File: config.mk
export PLATFORM = sky130hd
export DESIGN_NAME = alu_muldiv
export DESIGN_NICKNAME = d
export VERILOG_FILES = /design/src/rtl/mips_alu_pkg.sv /design/src/rtl/muldiv_engine.sv /design/src/rtl/alu_muldiv.sv
export SDC_FILE = /design/constraint.sdc
export NUM_CORES = 1
export LEC_CHECK = 0
export ABC_AREA = 0
export CAP_MARGIN = 25
export CELL_PAD_IN_SITES_DETAIL_PLACEMENT = 2
export CELL_PAD_IN_SITES_GLOBAL_PLACEMENT = 2
export CORE_MARGIN = 3
export CORE_UTILIZATION = 38
export DETAILED_ROUTE_END_ITERATION = 8
export GPL_ROUTABILITY_DRIVEN = 0
export HOLD_SLACK_MARGIN = 0.05
export PLACE_DENSITY_LB_ADDON = 0.1
export SYNTH_ARGS = -nofsm -noshare
export SYNTH_HDL_FRONTEND = slang
export SYNTH_HIERARCHICAL = 1
export SYNTH_SLANG_ARGS = --single-unit
File: constraint.sdc
create_clock -name clk -period 11.65 [get_ports clk]
set_input_delay 3.495 -clock clk [delete_from_list [all_inputs] [get_ports clk]]
set_output_delay 3.495 -clock clk [all_outputs]
set_load 0.05 [all_outputs]
File: src/rtl/mips_alu_pkg.sv
// Shared encodings for the MIPS execute stage: ALU control codes, the
// mult/div/HI-LO funct field values and the mult/div engine state type.
package mips_alu_pkg;

  localparam logic [3:0] ALU_AND = 4'b0000;
  localparam logic [3:0] ALU_OR  = 4'b0001;
  localparam logic [3:0] ALU_ADD = 4'b0010;
  localparam logic [3:0] ALU_SUB = 4'b0110;
  localparam logic [3:0] ALU_SLT = 4'b0111;
  localparam logic [3:0] ALU_NOR = 4'b1100;

  localparam logic [5:0] F_MFHI  = 6'b010000;
  localparam logic [5:0] F_MTHI  = 6'b010001;
  localparam logic [5:0] F_MFLO  = 6'b010010;
  localparam logic [5:0] F_MTLO  = 6'b010011;
  localparam logic [5:0] F_MULT  = 6'b011000;
  localparam logic [5:0] F_MULTU = 6'b011001;
  localparam logic [5:0] F_DIV   = 6'b011010;
  localparam logic [5:0] F_DIVU  = 6'b011011;

  localparam int MD_ITER_DEF = 32;

  typedef enum logic {MD_IDLE, MD_RUN} md_state_e;

  // MULT/MULTU/DIV/DIVU share the prefix 0110; the low two bits pick the op.
  function automatic logic is_muldiv(input logic [5:0] f);
    return f[5:2] == F_MULT[5:2];
  endfunction

endpackage

File: src/rtl/muldiv_engine.sv
// Iterative multiply/divide engine with HI/LO registers.
// One shift-add (mult) or restoring-subtract (div) step per clock over
// MD_ITER cycles, operating on magnitudes; the sign fix is applied when the
// final step is written into HI/LO.
module muldiv_engine
  import mips_alu_pkg::*;
#(
  parameter int WIDTH   = 32,
  parameter int MD_ITER = MD_ITER_DEF
) (
  input  logic             clk,
  input  logic             rst,
  input  logic             i_start,
  input  logic [1:0]       i_op,
  input  logic             i_mthi,
  input  logic             i_mtlo,
  input  logic [WIDTH-1:0] i_src_a,
  input  logic [WIDTH-1:0] i_src_b,
  output logic [WIDTH-1:0] o_hi,
  output logic [WIDTH-1:0] o_lo,
  output logic             o_busy
);

  localparam int CW = (MD_ITER > 1) ? $clog2(MD_ITER) : 1;
  localparam logic [CW-1:0] LAST = CW'(MD_ITER - 1);

  md_state_e            r_state;
  logic [CW-1:0]        r_cnt;
  logic                 r_is_div;
  logic                 r_neg_lo;
  logic                 r_neg_hi;
  logic                 r_div0;
  logic [WIDTH-1:0]     r_a_raw;
  logic [WIDTH-1:0]     r_opnd;
  logic [WIDTH-1:0]     r_hi;
  logic [WIDTH-1:0]     r_lo;
  logic [2*WIDTH-1:0]   r_acc;

  logic                 w_a_neg;
  logic                 w_b_neg;
  logic [WIDTH-1:0]     w_a_mag;
  logic [WIDTH-1:0]     w_b_mag;
  logic [WIDTH:0]       w_add;
  logic [WIDTH:0]       w_shift;
  logic [WIDTH:0]       w_diff;
  logic [2*WIDTH-1:0]   w_mul_next;
  logic [2*WIDTH-1:0]   w_div_next;
  logic [2*WIDTH-1:0]   w_step;

  function automatic logic [WIDTH-1:0] neg_w(input logic n, input logic [WIDTH-1:0] v);
    return n ? (~v + WIDTH'(1)) : v;
  endfunction

  function automatic logic [2*WIDTH-1:0] neg_d(input logic n, input logic [2*WIDTH-1:0] v);
    return n ? (~v + (2*WIDTH)'(1)) : v;
  endfunction

  // Operand magnitudes; op bit 0 set means the unsigned variant.
  assign w_a_neg = ~i_op[0] & i_src_a[WIDTH-1];
  assign w_b_neg = ~i_op[0] & i_src_b[WIDTH-1];
  assign w_a_mag = neg_w(w_a_neg, i_src_a);
  assign w_b_mag = neg_w(w_b_neg, i_src_b);

  // Multiply: acc = {partial, multiplier}; add multiplicand on LSB, shift right.
  assign w_add      = {1'b0, r_acc[2*WIDTH-1:WIDTH]} + (r_acc[0] ? {1'b0, r_opnd} : '0);
  assign w_mul_next = {w_add, r_acc[WIDTH-1:1]};

  // Divide: acc = {remainder, quotient}; shift left, trial subtract, restore on borrow.
  assign w_shift    = r_acc[2*WIDTH-1:WIDTH-1];
  assign w_diff     = w_shift - {1'b0, r_opnd};
  assign w_div_next = w_diff[WIDTH] ? {w_shift[WIDTH-1:0], r_acc[WIDTH-2:0], 1'b0}
                                    : {w_diff[WIDTH-1:0],  r_acc[WIDTH-2:0], 1'b1};

  assign w_step = r_is_div ? w_div_next : w_mul_next;

  // Engine FSM: accept in IDLE, iterate in RUN, sign-fix into HI/LO on the last step.
  always_ff @(posedge clk) begin
    if (rst) begin
      r_state <= MD_IDLE;
      r_cnt   <= '0;
      r_hi    <= '0;
      r_lo    <= '0;
    end else begin
      case (r_state)
        MD_IDLE: begin
          if (i_start) begin
            r_state  <= MD_RUN;
            r_cnt    <= '0;
            r_is_div <= i_op[1];
            r_neg_lo <= w_a_neg ^ w_b_neg;
            r_neg_hi <= w_a_neg;
            r_div0   <= i_op[1] & (i_src_b == '0);
            r_a_raw  <= i_src_a;
            r_opnd   <= i_op[1] ? w_b_mag : w_a_mag;
            r_acc    <= {{WIDTH{1'b0}}, (i_op[1] ? w_a_mag : w_b_mag)};
          end else begin
            if (i_mthi) r_hi <= i_src_a;
            if (i_mtlo) r_lo <= i_src_a;
          end
        end
        MD_RUN: begin
          r_acc <= w_step;
          r_cnt <= r_cnt + CW'(1);
          if (r_cnt == LAST) begin
            r_state <= MD_IDLE;
            r_cnt   <= '0;
            if (r_div0) begin
              r_hi <= r_a_raw;
              r_lo <= '1;
            end else if (r_is_div) begin
              r_lo <= neg_w(r_neg_lo, w_step[WIDTH-1:0]);
              r_hi <= neg_w(r_neg_hi, w_step[2*WIDTH-1:WIDTH]);
            end else begin
              {r_hi, r_lo} <= neg_d(r_neg_lo, w_step);
            end
          end
        end
        default: r_state <= MD_IDLE;
      endcase
    end
  end

  assign o_hi   = r_hi;
  assign o_lo   = r_lo;
  assign o_busy = (r_state == MD_RUN);

endmodule

File: src/rtl/alu_muldiv.sv
// MIPS execute stage: combinational ALU, HI/LO result mux, zero flag, stall
// generation, plus the iterative mult/div engine (muldiv_engine).
// Optional feature macro: ALU_OVERFLOW_EN enables the signed add/sub
// overflow flag; when undefined the overflow output is tied low.
module alu_muldiv
  import mips_alu_pkg::*;
#(
  parameter int WIDTH   = 32,
  parameter int MD_ITER = MD_ITER_DEF
) (
  input  logic             clk,
  input  logic             rst,
  input  logic [3:0]       ALUCtrl,
  input  logic [5:0]       funct,
  input  logic             rtype,
  input  logic [WIDTH-1:0] src_a,
  input  logic [WIDTH-1:0] src_b,
  output logic [WIDTH-1:0] result,
  output logic             zero,
  output logic             overflow,
  output logic             busy,
  output logic             stall
);

  logic                    w_md;
  logic                    w_mfhi;
  logic                    w_mflo;
  logic                    w_mthi;
  logic                    w_mtlo;
  logic                    w_busy;
  logic                    w_sub;
  logic [WIDTH-1:0]        w_b_eff;
  logic [WIDTH-1:0]        w_sum;
  logic signed [WIDTH-1:0] w_a_s;
  logic signed [WIDTH-1:0] w_b_s;
  logic [WIDTH-1:0]        w_alu;
  logic [WIDTH-1:0]        w_hi;
  logic [WIDTH-1:0]        w_lo;

  assign w_md   = rtype & is_muldiv(funct);
  assign w_mfhi = rtype & (funct == F_MFHI);
  assign w_mflo = rtype & (funct == F_MFLO);
  assign w_mthi = rtype & (funct == F_MTHI);
  assign w_mtlo = rtype & (funct == F_MTLO);

  // Shared adder: SUB is A + ~B + 1.
  assign w_sub   = (ALUCtrl == ALU_SUB);
  assign w_b_eff = w_sub ? ~src_b : src_b;
  assign w_sum   = src_a + w_b_eff + WIDTH'(w_sub);
  assign w_a_s   = src_a;
  assign w_b_s   = src_b;

  // ALU operation select; unknown codes produce zero.
  always_comb begin
    w_alu = '0;
    case (ALUCtrl)
      ALU_AND: w_alu = src_a & src_b;
      ALU_OR:  w_alu = src_a | src_b;
      ALU_ADD: w_alu = w_sum;
      ALU_SUB: w_alu = w_sum;
      ALU_SLT: w_alu = WIDTH'(w_a_s < w_b_s);
      ALU_NOR: w_alu = ~(src_a | src_b);
      default: w_alu = '0;
    endcase
  end

  // Final result: HI/LO reads override the ALU output.
  always_comb begin
    result = w_alu;
    if (w_mfhi)      result = w_hi;
    else if (w_mflo) result = w_lo;
  end

  assign zero = (result == '0);

`ifdef ALU_OVERFLOW_EN
  assign overflow = ((ALUCtrl == ALU_ADD) | w_sub) &
                    (src_a[WIDTH-1] == w_b_eff[WIDTH-1]) &
                    (w_sum[WIDTH-1] != src_a[WIDTH-1]);
`else
  assign overflow = 1'b0;
`endif

  assign busy  = w_busy;
  assign stall = w_busy & (w_md | w_mfhi | w_mflo | w_mthi | w_mtlo);

  muldiv_engine #(
    .WIDTH   (WIDTH),
    .MD_ITER (MD_ITER)
  ) u_engine (
    .clk     (clk),
    .rst     (rst),
    .i_start (w_md & ~w_busy),
    .i_op    (funct[1:0]),
    .i_mthi  (w_mthi & ~w_busy),
    .i_mtlo  (w_mtlo & ~w_busy),
    .i_src_a (src_a),
    .i_src_b (src_b),
    .o_hi    (w_hi),
    .o_lo    (w_lo),
    .o_busy  (w_busy)
  );

endmodule

==> run metrics <==
share of cells above drive strength 1 11.7%; core area slightly below 60000 um2; # setup viols final 0; asr flop ratio synth 0%; CP most frequent cell buf_4; Clk pin slew, worst setup/hold paths 0.06 ns; FF+latch count, synth between 200 and 250; FF-to-FF setup slack 4.39 ns; grt ovf 0; Cell Area, Synth around 23000 um2; DRC 0; dpl ws -0.337 ns; vias per std cell between 6 and 7; initial drt markers between 2000 and 2500; WHS 0.503 ns; DP HPWL ~86000 um; Hold Path Class register to register; largest net degree at the start of global routing 80; first-pass GRT wire length roughly 170000 um; via count 25183; Pre-antenna DRT Iters 5; drt total wl between 100000 and 150000 um; worst-margin pin slew 1.05 ns; crit-path max FO 5; CTS H-tree depth 1; Hold Crit Endpoint u_engine/o_hi[2]$_SDFFE_PP0P_; FF-to-FF End u_engine/o_hi[8]$_SDFFE_PP0P_; Worst Skew about 0.028 ns; r2r worst-path depth 23; upper clock frequency limit 86.6 MHz; GRT Overall Usage approximately 33%; hold path startpoint u_engine/o_hi[2]$_SDFFE_PP0P_; clock insertion delay at the later pin of the skew report approximately 0.54 ns; P per Cell Area ~83 nW/um2; top routing layer in use met4; Initial Utilization 38.7%; Post-Syn Instances between 2000 and 3000; Worst EP required 8.16 ns; antenna violations before repair 0; Layout Area Growth over Synthesis 18.2%; Rel. slew slack between 20% and 30%; Worst Hold Depth 2; CTS tree built; placement row count 89; met3 wire length 5040 um; leakage approximately 11 nW; DRT met1 WL roughly 48000 um; clock root buffer clkbuf_16; Num CTS Buffers 22; Crit path arrival time ~8.1 ns; Final Cycle Share between 90 and 100%; Final Critical Period approximately 12 ns; # IOs around 110; clk sinks approximately 200; final worst setup slack about 0.10 ns; Fill cells 6685; Avg Inst Size Synth slightly below 8 um2; Clock Path Buffers 3; max-slew violation count 0; Die H about 250 um; kind of end point of the critical path output pin; slowest CP cell clkdlybuf4s50_1; # Max-Cap Violations 0; EDFF count, synth around 130; register area share after synthesis around a quarter; number of global-route vias before repair between 20000 and 30000; largest stage delay on the critical path 0.67 ns; Hold Vio Cnt, Final 0; status finished, final reports clean; met2 WL roughly 55000 um; Die Wd about 250 um; Main synth FF type edfxtp_1; Routed WL per cell slightly below 30 um; Syn. warnings 6; Routed Antenna Nets 0; worst IR drop on VDD just under 0.08 mV; buffers added on ports 111; Net count, final around 3400; die area about 64000 um2; ant diodes 0; worst-path cell chain clkdlybuf4s50_1 > xnor2_2 > ha_1 > a21oi_1 > o21ai_2 > o21a_2 > buf_4 > nor4b_4 > o311ai_0 > and3_4 > or4bb_4 > a2111oi_4 > nand4_1 > nor4_2 > buf_4 > buf_12; startpoint types input port; synth unique cells 97; syn nets around 3200; critical path type input port to output pin; origin of the critical flop-to-flop path u_engine/r_acc[31]$_DFFE_PP_
## power breakdown
group / switching [mW] / internal [mW] / total, mW / leakage, nW
logic: 0.472 / 0.279 / 0.751 / 8.84
clock network: 0.309 / 0.403 / 0.712 / 0.351
registers: 0.00785 / 0.774 / 0.782 / 1.76
## kinds of logic after synthesis
family	after synthesis	share of synthesized area, %
other cells	1	0.0163
xor+xnor	199	7.57
buf+inv	323	5.41
fa+ha+maj	206	11.3
compound gates	926	26.1
flops	202	23.3
simple gates	990	21.0
mux	118	5.26
## sequential cells by signal (all words and copies together) (netlist names)
signal,count
u_engine/r_a_raw,32
u_engine/r_cnt,5
u_engine/o_hi,32
u_engine/r_neg_hi,1
u_engine/o_lo,32
u_engine/o_busy,1
u_engine/r_neg_lo,1
u_engine/r_opnd,32
u_engine/r_div0,1
u_engine/r_acc,64
u_engine/r_is_div,1
## worst max path at each step
stage | startpoint | to | slack [ns] | depth (start not counted)
CTS | ALUCtrl[1] | zero | 0.001 | 18
floorplan | ALUCtrl[2] | zero | 0.07 | 16
global placement | ALUCtrl[2] | zero | -0.06 | 17
global route | ALUCtrl[2] | zero | -0.01 | 18
detailed placement | ALUCtrl[2] | zero | -0.34 | 17
finish | src_b[7] | zero | 0.10 | 16
## final cells by class
class | instances | area, um2 | share of cell area [%]
Clock buffer | 36 | 686 | 2.52
Clock inverter | 4 | 22.5 | 0.0828
Inverter | 170 | 638 | 2.35
Multi-Input combinational cell | 2440 | 16800 | 61.7
Sequential cell | 202 | 5370 | 19.7
Tap cell | 773 | 967 | 3.56
Timing Repair Buffer | 284 | 2730 | 10.1
## cells in the mapped netlist, types with 14 or more instances
| library cell | number | area, um2 |
|---|---|---|
| and3_1 | 29 | 181 |
| o21a_1 | 26 | 195 |
| o21bai_1 | 14 | 105 |
| dfxtp_1 | 70 | 1400 |
| nand2_1 | 278 | 1040 |
| xor2_1 | 76 | 666 |
| nor2_1 | 279 | 1050 |
| or3_1 | 25 | 156 |
| mux2i_1 | 95 | 951 |
| inv_1 | 167 | 627 |
| edfxtp_1 | 132 | 3960 |
| a22oi_1 | 21 | 158 |
| a211oi_1 | 60 | 450 |
| nor3_1 | 76 | 380 |
| o211ai_1 | 45 | 338 |
| o31ai_1 | 29 | 218 |
| a311oi_1 | 20 | 175 |
| xnor2_1 | 123 | 1080 |
| nand2b_1 | 22 | 138 |
| clkbuf_1 | 119 | 447 |
| nor4_1 | 26 | 163 |
| buf_1 | 24 | 90.1 |
| mux2_2 | 23 | 259 |
| o21ai_0 | 195 | 976 |
| a21oi_1 | 276 | 1380 |
| nand4_1 | 34 | 213 |
| nor2b_1 | 19 | 119 |
| ha_1 | 203 | 2540 |
| nand3_1 | 41 | 205 |
| a21o_1 | 40 | 300 |
| and2_1 | 74 | 463 |
| a221oi_1 | 20 | 175 |
| a31oi_1 | 38 | 238 |
## routing by layer
layer | vias to the layer above | GRT usage (%)
li1 | 11180 | -
met1 | 12866 | 42.0
met2 | 869 | 58.8
met3 | 268 | 2.64
met4 | 0 | 14.5
met5 | - | 0
## worst max-delay path: cells and delay by family
kind	cells	cell delay [ns]
AND/OR/NAND/NOR	5	1.65
XOR/XNOR	1	0.27
buffers and inverters	4	1.13
AO/OA/AOI/OAI	5	1.16
adder cells (fa/ha/maj)	1	0.33
## metrics by stage
step | area, um2 | utilization (%) | total power [mW] | TNS [ns] | cells
5_1_grt | 27200 | 45.7 | 2.32 | -0.0140 | 3909
4_1_cts | 26800 | 45.0 | 2.19 | 0 | 3892
2_1_floorplan | 23000 | - | 1.17 | 0 | 2965
3_3_place_gp | 25900 | 43.6 | 1.44 | -0.0613 | 3847
6_report | 27200 | 45.7 | 2.24 | 0 | 3909
3_5_place_dp | 26000 | 43.6 | 1.47 | -0.337 | 3848
## what timing repair did
action	CTS	global route
gates resized for setup	14	58
buffers inserted	3	14
hold buffers	0	0
setup endpoints to repair	1	1
cloned	1	1
pin swaps	5	33
## cell usage in the layout (no fill, tap or decap), types with 74 or more instances in the layout
cell and count:
buf_4 172, a21oi_1 263, ha_1 200, nand2_1 275
xnor2_1 114, mux2i_1 94, xor2_1 76, o21ai_0 189
and2_1 74, nor2_1 277, nor3_1 76, edfxtp_1 132
inv_1 167
(Power assumes the default switching activity.)
